## src/rtl/adc_capture_sched.sv

```systemverilog
// adc_capture_sched: sequences ADC capture bursts into the sample buffer, gated on UDP availability.
// Build option: define ADC_CAPTURE_SCHED_CONT_EN to accept burst_len==0 as continuous capture.
module adc_capture_sched #(
  parameter int unsigned CNT_W          = 8,
  parameter int unsigned HOLDOFF_W      = 16,
  parameter int unsigned TIMEOUT_CYCLES = 1000
) (
  input  logic                 clk,
  input  logic                 reset,
  input  logic                 arm,
  input  logic                 abort,
  input  logic                 aligned,
  input  logic [CNT_W-1:0]     burst_len,
  input  logic [HOLDOFF_W-1:0] holdoff,
  input  logic                 buff_busy,
  input  logic                 udp_busy,
  output logic                 start_buff,
  output logic                 busy,
  output logic [CNT_W-1:0]     capture_cnt,
  output logic                 timeout_err,
  output logic                 done
);

  localparam int unsigned TMR_W = (TIMEOUT_CYCLES > 1) ? $clog2(TIMEOUT_CYCLES) : 1;
  // The START cycle is the first cycle of the ack window, so the timer holds the remainder.
  localparam logic [TMR_W-1:0] TMR_LOAD = TMR_W'(TIMEOUT_CYCLES - 1);

  typedef enum logic [2:0] {
    IDLE,
    WAIT_RDY,
    START,
    WAIT_ACK,
    WAIT_DONE,
    HOLDOFF
  } state_t;

  state_t               state_q, state_d;
  logic [CNT_W-1:0]     len_q, len_d;
  logic [HOLDOFF_W-1:0] hold_q, hold_d;
  logic [HOLDOFF_W-1:0] hcnt_q, hcnt_d;
  logic [TMR_W-1:0]     tmr_q, tmr_d;
  logic                 cont_q, cont_d;
  logic [CNT_W-1:0]     cnt_d;
  logic                 terr_d;
  logic                 done_d;
  logic [CNT_W-1:0]     cnt_inc_c;
  logic                 arm_ok_c;
  logic                 cont_arm_c;

`ifdef ADC_CAPTURE_SCHED_CONT_EN
  assign arm_ok_c   = arm;
  assign cont_arm_c = (burst_len == '0);
`else
  assign arm_ok_c   = arm && (burst_len != '0);
  assign cont_arm_c = 1'b0;
`endif

  assign cnt_inc_c = capture_cnt + CNT_W'(1);

  // Next-state and register-next logic; abort overrides every transition out of a busy state.
  always_comb begin
    state_d = state_q;
    len_d   = len_q;
    hold_d  = hold_q;
    hcnt_d  = hcnt_q;
    tmr_d   = tmr_q;
    cont_d  = cont_q;
    cnt_d   = capture_cnt;
    terr_d  = timeout_err;
    done_d  = 1'b0;

    if (state_q != IDLE && abort) begin
      state_d = IDLE;
    end else begin
      case (state_q)
        IDLE: begin
          if (arm_ok_c && !abort) begin
            len_d   = burst_len;
            hold_d  = holdoff;
            cont_d  = cont_arm_c;
            cnt_d   = '0;
            terr_d  = 1'b0;
            state_d = WAIT_RDY;
          end
        end
        WAIT_RDY: begin
          if (aligned && !buff_busy && !udp_busy) begin
            state_d = START;
          end
        end
        START: begin
          tmr_d   = TMR_LOAD;
          state_d = WAIT_ACK;
        end
        WAIT_ACK: begin
          if (buff_busy) begin
            state_d = WAIT_DONE;
          end else if (tmr_q <= TMR_W'(1)) begin
            tmr_d   = '0;
            terr_d  = 1'b1;
            state_d = IDLE;
          end else begin
            tmr_d = tmr_q - TMR_W'(1);
          end
        end
        WAIT_DONE: begin
          if (!buff_busy && !udp_busy) begin
            cnt_d = cnt_inc_c;
            if (!cont_q && cnt_inc_c == len_q) begin
              done_d  = 1'b1;
              state_d = IDLE;
            end else if (hold_q == '0) begin
              state_d = WAIT_RDY;
            end else begin
              hcnt_d  = hold_q;
              state_d = HOLDOFF;
            end
          end
        end
        HOLDOFF: begin
          if (hcnt_q <= HOLDOFF_W'(1)) begin
            hcnt_d  = '0;
            state_d = WAIT_RDY;
          end else begin
            hcnt_d = hcnt_q - HOLDOFF_W'(1);
          end
        end
        default: state_d = IDLE;
      endcase
    end
  end

  // State and output registers; start_buff and busy are registered copies of the next state.
  always_ff @(posedge clk) begin
    if (reset) begin
      state_q     <= IDLE;
      len_q       <= '0;
      hold_q      <= '0;
      hcnt_q      <= '0;
      tmr_q       <= '0;
      cont_q      <= 1'b0;
      start_buff  <= 1'b0;
      busy        <= 1'b0;
      capture_cnt <= '0;
      timeout_err <= 1'b0;
      done        <= 1'b0;
    end else begin
      state_q     <= state_d;
      len_q       <= len_d;
      hold_q      <= hold_d;
      hcnt_q      <= hcnt_d;
      tmr_q       <= tmr_d;
      cont_q      <= cont_d;
      start_buff  <= (state_d == START);
      busy        <= (state_d != IDLE);
      capture_cnt <= cnt_d;
      timeout_err <= terr_d;
      done        <= done_d;
    end
  end

endmodule

```

## config.mk

```make
export PLATFORM = sky130hd
export DESIGN_NAME = adc_capture_sched
export DESIGN_NICKNAME = d
export VERILOG_FILES = /design/src/rtl/adc_capture_sched.sv
export SDC_FILE = /design/constraint.sdc
export NUM_CORES = 1
export LEC_CHECK = 0
export ABC_AREA = 1
export CAP_MARGIN = 20
export CORE_ASPECT_RATIO = 0.7
export CORE_MARGIN = 4
export CORE_UTILIZATION = 30
export CTS_BUF_LIST = sky130_fd_sc_hd__clkbuf_8
export DETAILED_ROUTE_END_ITERATION = 16
export SYNTH_ARGS = -nofsm -noshare
export SYNTH_HDL_FRONTEND = slang
export SYNTH_SLANG_ARGS = --single-unit
```

## constraint.sdc

```tcl
create_clock -name clk -period 2.95 [get_ports clk]
set_input_delay 0.59 -clock clk [delete_from_list [all_inputs] [get_ports clk]]
set_output_delay 0.59 -clock clk [all_outputs]
set_load 0.05 [all_outputs]
```

==> summary.md <==
| Metric | Value |
|---|---|
| Status | finished clean |
| Maximum VDD drop | between 150 and 200 uV |
| Slew Limit Headroom | approximately 62% |
| Path depth of the worst reg2reg path | 9 |
| # hold bufs at CTS | 0 |
| Sink Count | 65 |
| DR iter-0 viols | roughly 250 |
| Layout cells sized above 1 | about 6.5% |
| Clock Latency Late Sink | around 0.35 ns |
| Vias per cell | 4.93 |
| Antenna Violating Nets Remaining | 0 |
| Routed vias | approximately 3700 |
| H-tree Lvls | 3 |
| Asr flop ratio synth | 0% |
| EDFF count, synth | 0 |
| Leakage power total | 0.00193 uW |
| DRC violations left | 0 |
| Gpl congestion | 0.864 |
| CP Max Fanout | 15 |
| Placed cells | between 700 and 800 |
| Most used flip-flop cell after synthesis | dfxtp_1 |
| Pwr dens | 491 nW/um2 |
| Post-synth top area share | between 30% and 40% |
| Mapped cell area | between 3000 and 4000 um2 |
| CP startpoint | state_q[2] |
| Clk root buf | clkbuf_8 |
| Sum Neg Setup Slack | 0 ns |
| Fin crit period | between 2 and 2.5 ns |
| PostCTS Resize Cnt | 0 |
| P&R area growth vs syn | 20.9% |
| Most instantiated cells after synthesis | nor2_1, nand2_1, inv_1 |
| Worst-Margin Slew | about 0.56 ns |
| Largest net degree at the start of global routing | 29 |
| Max Freq | roughly 0.41 GHz |
| Gr usage total | 15.2% |
| Routed wire per std cell | about 14 um |
| Initial Util | a little under a third |
| Post-CTS Setup Inserts | 0 |
| Final Cycle Share | between 80 and 90% |
| Hold Crit Depth | 2 |
| Setup WS pre-CTS | approximately 0.38 ns |
| Nets | between 600 and 700 |
| I/O Buffers | 42 |
| CP arrival | roughly 2.7 ns |
| Final Hold Fails | 0 |
| Synthesized flop and latch total | 65 |
| Ports | 43 |
| CTS max path bufs | 2 |
| Ant diodes | 0 |
| Synth cell types | 33 |
| Finished Layout Cells | approximately 760 |
| Post-Route WL | approximately 10000 um |
| Final HPWL from detailed placement | just under 8000 um |
| WS Path Type | reg2reg |
| Core area | around 12000 um2 |
| First-pass GRT wire length | roughly 17000 um |
| Max-cap check violation count | 0 |
| Pre-antenna DRT Iters | 5 |
| Total CTS buffers | 9 |
| Top cell type by total area after synthesis | dfxtp_1 |
| Initial antenna violation count | 0 |
| Die area | approximately 14000 um2 |
| Top post-synthesis cells by area | dfxtp_1, nor2_1, nand2_1 |
| Slew Limit Fails | 0 |
| Unrepaired setup endpoints after global routing | no |
| Seq/Total Area, Yosys | roughly 36% |
| Crit Reg-Reg Startpoint | state_q[2] |
| Cells after synthesis | ~550 |
| Critical path endpoint category | flip-flop |
| Die height | approximately 100 um |
| Post-Syn Nets | just under 600 |
| Die Width | 140 um |
| Avg Inst Size Synth | between 6 and 7 um2 |
| CTS tree | done |
| Worst min-delay path category | reg2reg |
| Final worst slack | roughly 0.53 ns |
| Count leader, synth | nor2_1 |
| Row cnt | 33 |
| Vias in the first global route | 3380 |
| R2r setup slk | between 0.5 and 0.6 ns |
| Pwr Total | 2170 uW |
| Worst-path clk slew | approximately 0.070 ns |
| Total of warnings raised by yosys | 0 |
| Hold path start | timeout_err |
| Setup violation total in the final timing report | 0 |
| Max Clock Skew | roughly 0.0096 ns |
| Critical Path Start Type | flip-flop |
| Global route overflow | 0 |
| Required @ worst endpoint | about 3.2 ns |
## cells in the final DEF, fill, tap and decap left out, drive strengths merged
cell type / synthesis / final
nand3b: 5 / 5
and2: 1 / 1
inv: 70 / 70
xor2: 10 / 10
nand2: 96 / 96
clkinv: 0 / 3
xnor2: 4 / 4
nor4: 8 / 8
a31oi: 1 / 1
a21oi: 38 / 38
nand4: 4 / 4
o21ai: 52 / 52
a22oi: 7 / 7
a221oi: 6 / 6
nand3: 37 / 37
nor3: 8 / 8
dfxtp: 65 / 65
ha: 5 / 5
a211oi: 4 / 4
o21bai: 1 / 1
o22ai: 4 / 4
or2: 1 / 1
clkbuf: 7 / 12
buf: 11 / 8
nor2: 107 / 107
clkdlybuf4s50: 0 / 42
## worst max-delay path, stage by stage, from the launching register on
cell and delay (ns):
dfxtp_1 0.46, nand2_1 0.14, nor2_1 0.37, inv_2 0.26
a31oi_4 0.43, inv_1 0.26, o21ai_0 0.19, nand3b_1 0.13
nand2_1 0.05, nor2_1 0.08
## metal layers
metal | vias up | track usage [%] | wire, um
met5 | - | 0 | 0
met4 | 0 | 3.43 | 80
met3 | 10 | 4.33 | 788
met2 | 133 | 21.0 | 4020
met1 | 1695 | 23.2 | 5410
li1 | 1891 | - | -
## final timing paths
check,end
max,hcnt_q[1]
min,timeout_err
max reg2reg,hcnt_q[1]
min reg2reg,timeout_err
## state kept, by name, indices dropped and copies added, names as in the netlist
register / flops
hcnt_q: 16
hold_q: 16
tmr_q: 10
capture_cnt: 8
len_q: 8
state_q: 3
busy: 1
done: 1
start_buff: 1
timeout_err: 1
## logic make-up after synthesis
| group | after synthesis | synth area share [%] |
|---|---|---|
| AOI/OAI and AO/OA | 113 | 17.6 |
| xor gates and xnor gates | 14 | 3.35 |
| DFF | 65 | 35.6 |
| buffers and inverters | 88 | 10.1 |
| adders and majority gates | 5 | 1.71 |
| and+or+nand+nor | 267 | 31.7 |
## metrics by stage
stage / hold slack [ns] / utilization [%] / area [um2]
final: 0.471 / 37.4 / 4420
after global routing: 0.496 / 37.4 / 4420
after CTS: 0.473 / 37.4 / 4420
after detailed placement: 0.461 / 35.9 / 4240
after global placement: 0.464 / 35.9 / 4240
after floorplan: 0.444 / - / 3660
## where the power goes
group          internal, uW  switching [uW]
logic                   176             300
clock network           365             353
registers               929            45.7
## area by class of cell
cell class,instances,area (um2)
Multi-Input combinational cell,399,1990
Clock inverter,3,15.0
Inverter,70,263
Fill cell,1301,7390
Clock buffer,12,165
Sequential cell,65,1300
Timing Repair Buffer,50,493
Tap cell,157,196
No activity file was read; power rests on OpenSTA's default activity.
